<file path="src/rtl/stopwatch_pkg.sv">
// Shared types and constants for the stopwatch front-panel controller.
package stopwatch_pkg;

    typedef enum logic [1:0] {
        ST_IDLE  = 2'd0,
        ST_RUN   = 2'd1,
        ST_PAUSE = 2'd2,
        ST_LAP   = 2'd3
    } sw_state_e;

    localparam int unsigned DATA_W_DEFAULT = 20;
    localparam logic [5:0]  POINT_MASK     = 6'b000_100;

endpackage

</file>
<file path="src/rtl/stopwatch_ctrl_if.sv">
// Counter/display side of the stopwatch controller: live count in,
// counter control and seven-segment driver values out.
interface stopwatch_ctrl_if
    import stopwatch_pkg::*;
#(
    parameter int unsigned DATA_W = DATA_W_DEFAULT
);
    logic [DATA_W-1:0] live_data;
    logic              cnt_en;
    logic              cnt_clr;
    logic [DATA_W-1:0] disp_data;
    logic [1:0]        state;
    logic              seg_en;
    logic [5:0]        point;
    logic              sign;

    modport master (
        input  live_data,
        output cnt_en, cnt_clr, disp_data, state, seg_en, point, sign
    );

    modport slave (
        output live_data,
        input  cnt_en, cnt_clr, disp_data, state, seg_en, point, sign
    );
endinterface

</file>
<file path="src/rtl/stopwatch_ctrl_key_filter.sv">
// Push-button conditioner: 2-FF synchronizer, stable-level debounce and a
// one-cycle pulse on each accepted press (1->0). Releases give no pulse.
module key_filter #(
    parameter logic [19:0] DEBOUNCE_CNT = 20'd999_999
) (
    input  logic sys_clk,
    input  logic sys_rst_n,
    input  logic key_n,
    output logic press
);
    logic        sync1_q;
    logic        sync2_q;
    logic        stable_q;
    logic        stable_prev_q;
    logic        press_q;
    logic [19:0] cnt_q;

    // Bring the asynchronous key level into the sys_clk domain.
    always_ff @(posedge sys_clk or negedge sys_rst_n) begin
        if (!sys_rst_n) begin
            sync1_q <= 1'b1;
            sync2_q <= 1'b1;
        end else begin
            sync1_q <= key_n;
            sync2_q <= sync1_q;
        end
    end

    // Accept a new level only after it has differed for DEBOUNCE_CNT+1 cycles.
    always_ff @(posedge sys_clk or negedge sys_rst_n) begin
        if (!sys_rst_n) begin
            stable_q <= 1'b1;
            cnt_q    <= '0;
        end else if (sync2_q == stable_q) begin
            cnt_q <= '0;
        end else if (cnt_q == DEBOUNCE_CNT) begin
            stable_q <= sync2_q;
            cnt_q    <= '0;
        end else begin
            cnt_q <= cnt_q + 20'd1;
        end
    end

    // Registered falling-edge detect on the debounced level.
    always_ff @(posedge sys_clk or negedge sys_rst_n) begin
        if (!sys_rst_n) begin
            stable_prev_q <= 1'b1;
            press_q       <= 1'b0;
        end else begin
            stable_prev_q <= stable_q;
            press_q       <= stable_prev_q & ~stable_q;
        end
    end

    assign press = press_q;

endmodule

</file>
<file path="src/rtl/stopwatch_ctrl.sv">
// Stopwatch front-panel controller: three debounced keys drive a
// run/pause/lap FSM that controls the 0.1 s counter and picks the
// value (live or frozen lap) shown on the seven-segment display.
module stopwatch_ctrl
    import stopwatch_pkg::*;
#(
    parameter logic [19:0] DEBOUNCE_CNT = 20'd999_999,
    parameter int unsigned DATA_W       = DATA_W_DEFAULT
) (
    input  logic             sys_clk,
    input  logic             sys_rst_n,
    input  logic             key_start_n,
    input  logic             key_lap_n,
    input  logic             key_clr_n,
    stopwatch_ctrl_if.master dp
);
    logic start_p;
    logic lap_p;
    logic clr_p;

    sw_state_e         state_q;
    logic [DATA_W-1:0] lap_q;
    logic [DATA_W-1:0] disp_q;
    logic              cnt_en_q;
    logic              cnt_clr_q;
    logic              seg_en_q;
    logic [5:0]        point_q;

    key_filter #(.DEBOUNCE_CNT(DEBOUNCE_CNT)) u_key_start (
        .sys_clk   (sys_clk),
        .sys_rst_n (sys_rst_n),
        .key_n     (key_start_n),
        .press     (start_p)
    );

    key_filter #(.DEBOUNCE_CNT(DEBOUNCE_CNT)) u_key_lap (
        .sys_clk   (sys_clk),
        .sys_rst_n (sys_rst_n),
        .key_n     (key_lap_n),
        .press     (lap_p)
    );

    key_filter #(.DEBOUNCE_CNT(DEBOUNCE_CNT)) u_key_clr (
        .sys_clk   (sys_clk),
        .sys_rst_n (sys_rst_n),
        .key_n     (key_clr_n),
        .press     (clr_p)
    );

    // Run/pause/lap FSM with lap capture and registered outputs.
    // cnt_en is set on every edge that enters RUN/LAP and cleared on every
    // edge that leaves them, so it always equals "state is RUN or LAP".
    // Clear only acts in PAUSE, so clr > start > lap reduces to clr > start
    // there and start > lap in RUN/LAP.
    always_ff @(posedge sys_clk or negedge sys_rst_n) begin
        if (!sys_rst_n) begin
            state_q   <= ST_IDLE;
            lap_q     <= '0;
            disp_q    <= '0;
            cnt_en_q  <= 1'b0;
            cnt_clr_q <= 1'b0;
            seg_en_q  <= 1'b0;
            point_q   <= '0;
        end else begin
            disp_q    <= (state_q == ST_LAP) ? lap_q : dp.live_data;
            seg_en_q  <= 1'b1;
            point_q   <= POINT_MASK;
            cnt_clr_q <= 1'b0;
            case (state_q)
                ST_IDLE: begin
                    if (start_p) begin
                        state_q  <= ST_RUN;
                        cnt_en_q <= 1'b1;
                    end
                end
                ST_RUN: begin
                    if (start_p) begin
                        state_q  <= ST_PAUSE;
                        cnt_en_q <= 1'b0;
                    end else if (lap_p) begin
                        state_q <= ST_LAP;
                        lap_q   <= dp.live_data;
                    end
                end
                ST_LAP: begin
                    if (start_p) begin
                        state_q  <= ST_PAUSE;
                        cnt_en_q <= 1'b0;
                    end else if (lap_p) begin
                        state_q <= ST_RUN;
                    end
                end
                ST_PAUSE: begin
                    if (clr_p) begin
                        state_q   <= ST_IDLE;
                        cnt_clr_q <= 1'b1;
                    end else if (start_p) begin
                        state_q  <= ST_RUN;
                        cnt_en_q <= 1'b1;
                    end
                end
                default: begin
                    state_q  <= ST_IDLE;
                    cnt_en_q <= 1'b0;
                end
            endcase
        end
    end

    assign dp.cnt_en    = cnt_en_q;
    assign dp.cnt_clr   = cnt_clr_q;
    assign dp.disp_data = disp_q;
    assign dp.state     = state_q;
    assign dp.seg_en    = seg_en_q;
    assign dp.point     = point_q;
    assign dp.sign      = 1'b0;

endmodule

</file>
<file path="src/flat_wrapper.sv">
// flat-port wrapper written by rule: the top's interface ports become plain ports
module stopwatch_ctrl_flat import stopwatch_pkg::*;
#(
    parameter logic [19:0] DEBOUNCE_CNT = 20'd999_999,
    parameter int unsigned DATA_W       = DATA_W_DEFAULT
)
  (sys_clk, sys_rst_n, key_start_n, key_lap_n, key_clr_n, dp_live_data, dp_cnt_en, dp_cnt_clr, dp_disp_data, dp_state, dp_seg_en, dp_point, dp_sign);
  stopwatch_ctrl_if #(.DATA_W(DATA_W)) dp_i ();
  input  logic sys_clk;
  input  logic sys_rst_n;
  input  logic key_start_n;
  input  logic key_lap_n;
  input  logic key_clr_n;
  input wire logic [$bits(dp_i.live_data)-1:0] dp_live_data;
  output wire logic [$bits(dp_i.cnt_en)-1:0] dp_cnt_en;
  output wire logic [$bits(dp_i.cnt_clr)-1:0] dp_cnt_clr;
  output wire logic [$bits(dp_i.disp_data)-1:0] dp_disp_data;
  output wire logic [$bits(dp_i.state)-1:0] dp_state;
  output wire logic [$bits(dp_i.seg_en)-1:0] dp_seg_en;
  output wire logic [$bits(dp_i.point)-1:0] dp_point;
  output wire logic [$bits(dp_i.sign)-1:0] dp_sign;
  assign dp_i.live_data = dp_live_data;
  assign dp_cnt_en = dp_i.cnt_en;
  assign dp_cnt_clr = dp_i.cnt_clr;
  assign dp_disp_data = dp_i.disp_data;
  assign dp_state = dp_i.state;
  assign dp_seg_en = dp_i.seg_en;
  assign dp_point = dp_i.point;
  assign dp_sign = dp_i.sign;
  stopwatch_ctrl #(.DEBOUNCE_CNT(DEBOUNCE_CNT), .DATA_W(DATA_W)) u_core (.sys_clk(sys_clk), .sys_rst_n(sys_rst_n), .key_start_n(key_start_n), .key_lap_n(key_lap_n), .key_clr_n(key_clr_n), .dp(dp_i));
endmodule
</file>
<file path="config.mk">
export PLATFORM = sky130hd
export DESIGN_NAME = stopwatch_ctrl_flat
export DESIGN_NICKNAME = d
export VERILOG_FILES = /design/src/rtl/stopwatch_pkg.sv /design/src/rtl/stopwatch_ctrl_if.sv /design/src/rtl/stopwatch_ctrl_key_filter.sv /design/src/rtl/stopwatch_ctrl.sv /design/src/flat_wrapper.sv
export SDC_FILE = /design/constraint.sdc
export NUM_CORES = 1
export LEC_CHECK = 0
export ABC_AREA = 1
export CORE_UTILIZATION = 30
export CTS_CLUSTER_SIZE = 10
export DETAILED_ROUTE_END_ITERATION = 7
export SLEW_MARGIN = 15
export SYNTH_ARGS = -nofsm -noshare
export SYNTH_HDL_FRONTEND = slang
export SYNTH_SLANG_ARGS = --single-unit
</file>
<file path="constraint.sdc">
create_clock -name sys_clk -period 1.6 [get_ports sys_clk]
set_clock_uncertainty 0.2 [all_clocks]
set_input_delay 0.32 -clock sys_clk [delete_from_list [all_inputs] [get_ports sys_clk]]
set_output_delay 0.32 -clock sys_clk [all_outputs]
set_load 0.05 [all_outputs]
</file>
==> metrics.cfg <==
[global_routing]
grt_max_degree=42
grt-ovfl-total=0
grtUsageTotal_pct=13.5
grt_pass1_wl_mm=20.4
antenna_found_initial=0
grt_pass1_vias=4186

[detailed_routing]
drc_errors=14
drtPass1Iterations=8
vias=4435
drtIter0Drc=262
wirelength_mm=12.0
wl_per_cell_um=12.2
via_per_inst=4.49
antenna_left=0

[power_and_ir_drop]
power.leakage_nw=3.31
irDropWorstVdd_uv=686
p_switching_mw=1.72
p_seq_share_pct=41.9
power_mw=7.51
power_frac_clock_pct=50.8
p_comb_share_pct=7.3
p_int_mw=5.79
p_sw_share_pct=23.0
pwr_density_cell_mw_per_mm2=973

[finish]
n_antenna_cell=0
layout.nets=773
multiInputGateArea_mm2=0.00243
seq_area_mm2=0.00302
area_delta_synth_final_pct=38.5
drive_gt1_share_pct=23.0
fillers=1690

[sta]
grt_setup_unrepaired=yes
min_period_over_period_pct=100
fmax_mhz=623
final.setup.worst_slack_ns=-0.00494
period_minus_slack_ns=1.60
setup_viol_count_final=1
hold_viol_final=0
maxSlewViolCount=0

[synth]
synthCells=646
ys_warn_count=0
synth-seq-cells=120
ys_seq_area_share_pct=54.2
ys_types=32
netlist_area_mm2=0.00557
avgSynthCellArea_um2=8.62

[floorplanning]
pin_count=57
num_rows=49
core_mm2=0.0181
die_area_mm2=0.0191
chipHeight_um=138
initial_core_util_pct=30.8
chipWidth_um=138

[place]
gp_congestion=0.871
pre_cts_ws_ns=-0.0469
hpwl_mm=8.15
portBuffers=50

[clock_network]
cts_tree=built
clockBufferDepth=2
h-tree-depth=4
cts_root_buf=clkbuf_16
clk_pin_slew_ns=0.05
clkLatencyLatePin_ns=0.42
cts-buffers-inserted=17
clock-sinks=120

[setup_path]
cp-start-kind=flop
cp-end-kind=flop
worstRegToRegCells=9
arrival_ns=1.71
required_ns=1.71
critPathKind=reg -> reg
crit_path_max_fanout=4

[worst_hold_path]
min_path_cells=1
hold_class=in -> reg

[job]
maxCapViolations=0

[status]
violations=design-rule violations, negative setup slack
status=finished, violations left

## routing by layer
| layer | global-route usage (%) | share of wire [%] | wire length (µm) | vias up |
|---|---|---|---|---|
| met5 | 0 | 0 | 0 | - |
| met4 | 5.91 | 1.6 | 188 | 0 |
| met3 | 3.84 | 3.9 | 472 | 19 |
| met2 | 21.1 | 47 | 5670 | 87 |
| met1 | 17.6 | 47 | 5690 | 2103 |
| li1 | - | - | - | 2226 |
## Yosys cell counts
library cell    n  share of area [%]
nor2_1        154                 10
dfrtp_1       108                 49
nand2_1       101                6.8
inv_1          60                4.0
nand3_1        52                4.7
a21oi_1        27                2.4
o21ai_0        27                2.4
xor2_1         19                3.0
xnor2_1        14                2.2
dfstp_2        12                5.7
clkbuf_1        8               0.54
buf_4           7               0.94
nand2_2         7               0.79
nand4_1         7               0.79
nor3_1          7               0.63
nor2_2          6               0.67
nor2_4          5                1.0
ha_1            3               0.67
and2_1          2               0.22
conb_1          2               0.13
nand3_2         2               0.36
nand3_4         2               0.63
nand3b_1        2               0.27
nor3_4          2               0.58
nor3b_1         2               0.27
xor2_2          2               0.58
buf_2           1              0.090
buf_6           1               0.20
inv_2           1              0.067
nand2_4         1               0.20
o21a_1          1               0.13
o22ai_1         1               0.11
## cell families (layout without fill, tap and decap cells)
| kind of cell | count (synthesis) | in the layout | share of synthesized area (%) |
|---|---|---|---|
| adders and majority gates | 3 | 3 | 0.674 |
| and+or+nand+nor | 352 | 352 | 28.3 |
| buffers and inverters | 78 | 185 | 5.88 |
| other | 2 | 7 | 0.135 |
| xor gates and xnor gates | 35 | 35 | 5.77 |
| DFF | 120 | 120 | 54.2 |
| AOI/OAI and AO/OA | 56 | 56 | 5.10 |
## critical path, stage by stage, from the launching register on
cell     delay (ns)
dfrtp_1        0.39
buf_4          0.13
nand2_1        0.05
nor2_2         0.16
buf_6          0.13
nand3_1        0.09
nor2_2         0.17
nand2_1        0.07
nand3_1        0.06
nor2_1         0.04
## cell usage in the layout (no fill, tap or decap), types with 7 or more instances in the layout
cell type / instances
nand2_2: 8
conb_1: 7
clkbuf_16: 17
nand2_1: 98
xor2_1: 18
nand3_1: 45
a21oi_1: 27
nor2_4: 9
xnor2_1: 14
buf_12: 31
dfrtp_1: 103
nor2_1: 142
nand4_1: 7
o21ai_0: 23
inv_1: 58
buf_4: 32
nor2_2: 14
dfstp_2: 12
clkdlybuf4s50_1: 23
## final timing paths
check | start | endpoint | slack (ns)
min in group asynchronous | sys_rst_n | u_core.u_key_start.cnt_q[11] | 0.15
min reg2reg | u_core.u_key_lap.sync1_q | u_core.u_key_lap.sync2_q | 0.16
max | u_core.u_key_lap.cnt_q[1] | u_core.u_key_lap.cnt_q[19] | -0.005
max reg2reg | u_core.u_key_lap.cnt_q[1] | u_core.u_key_lap.cnt_q[19] | -0.005
max in group asynchronous | sys_rst_n | u_core.u_key_start.sync1_q | 0.50
min | key_clr_n | u_core.u_key_clr.sync1_q | 0.11
## power by group through the flow
stage / Clock, mW / Sequential (mW) / Combinational (mW)
final: 3.82 / 3.15 / 0.546
after floorplan: 0 / 3.28 / 0.138
after CTS: 3.91 / 3.14 / 0.534
after global placement: 0 / 3.19 / 0.523
after detailed placement: 0 / 3.20 / 0.525
after global routing: 4.06 / 3.15 / 0.593
## flip-flops by register name, summed over array words and instances, names as in the netlist, 2 cells and up
| name | count |
|---|---|
| u_core.dp.state | 2 |
| u_core.lap_q | 20 |
| u_core.u_key_clr.cnt_q | 20 |
| u_core.dp.disp_data | 20 |
| u_core.u_key_start.cnt_q | 20 |
| u_core.u_key_lap.cnt_q | 20 |
## layout make-up
type                       instances  area share, %
tap                              229           3.71
timing repair buffer              92           15.0
inverter                          61           2.97
clock buffer                      20           5.66
clock inverter                    12           1.98
multi-input combinational        453           31.5
sequential                       120           39.2
## stage by stage
stage | utilization [%] | setup TNS, ns | instances | hold WS, ns | instance area [µm²]
finish | 42.7 | -0.00494 | 987 | 0.112 | 7720
global route | 42.7 | -1.04 | 987 | 0.0967 | 7720
floorplan | - | 0 | 651 | -0.176 | 5590
CTS | 41.1 | 0 | 975 | 0.0877 | 7440
global placement | 37.7 | -0.0999 | 941 | 0.0435 | 6810
detailed placement | 37.7 | -0.407 | 941 | 0.0415 | 6810
## timing repair
item,CTS,global route
hold endpoints to repair,108,0
gates resized for setup,5,51
pin swaps,2,21
hold buffers,1,0
endpoints found under the setup margin,16,59
buffers inserted,1,12
Power figures use the tool's default switching activity.
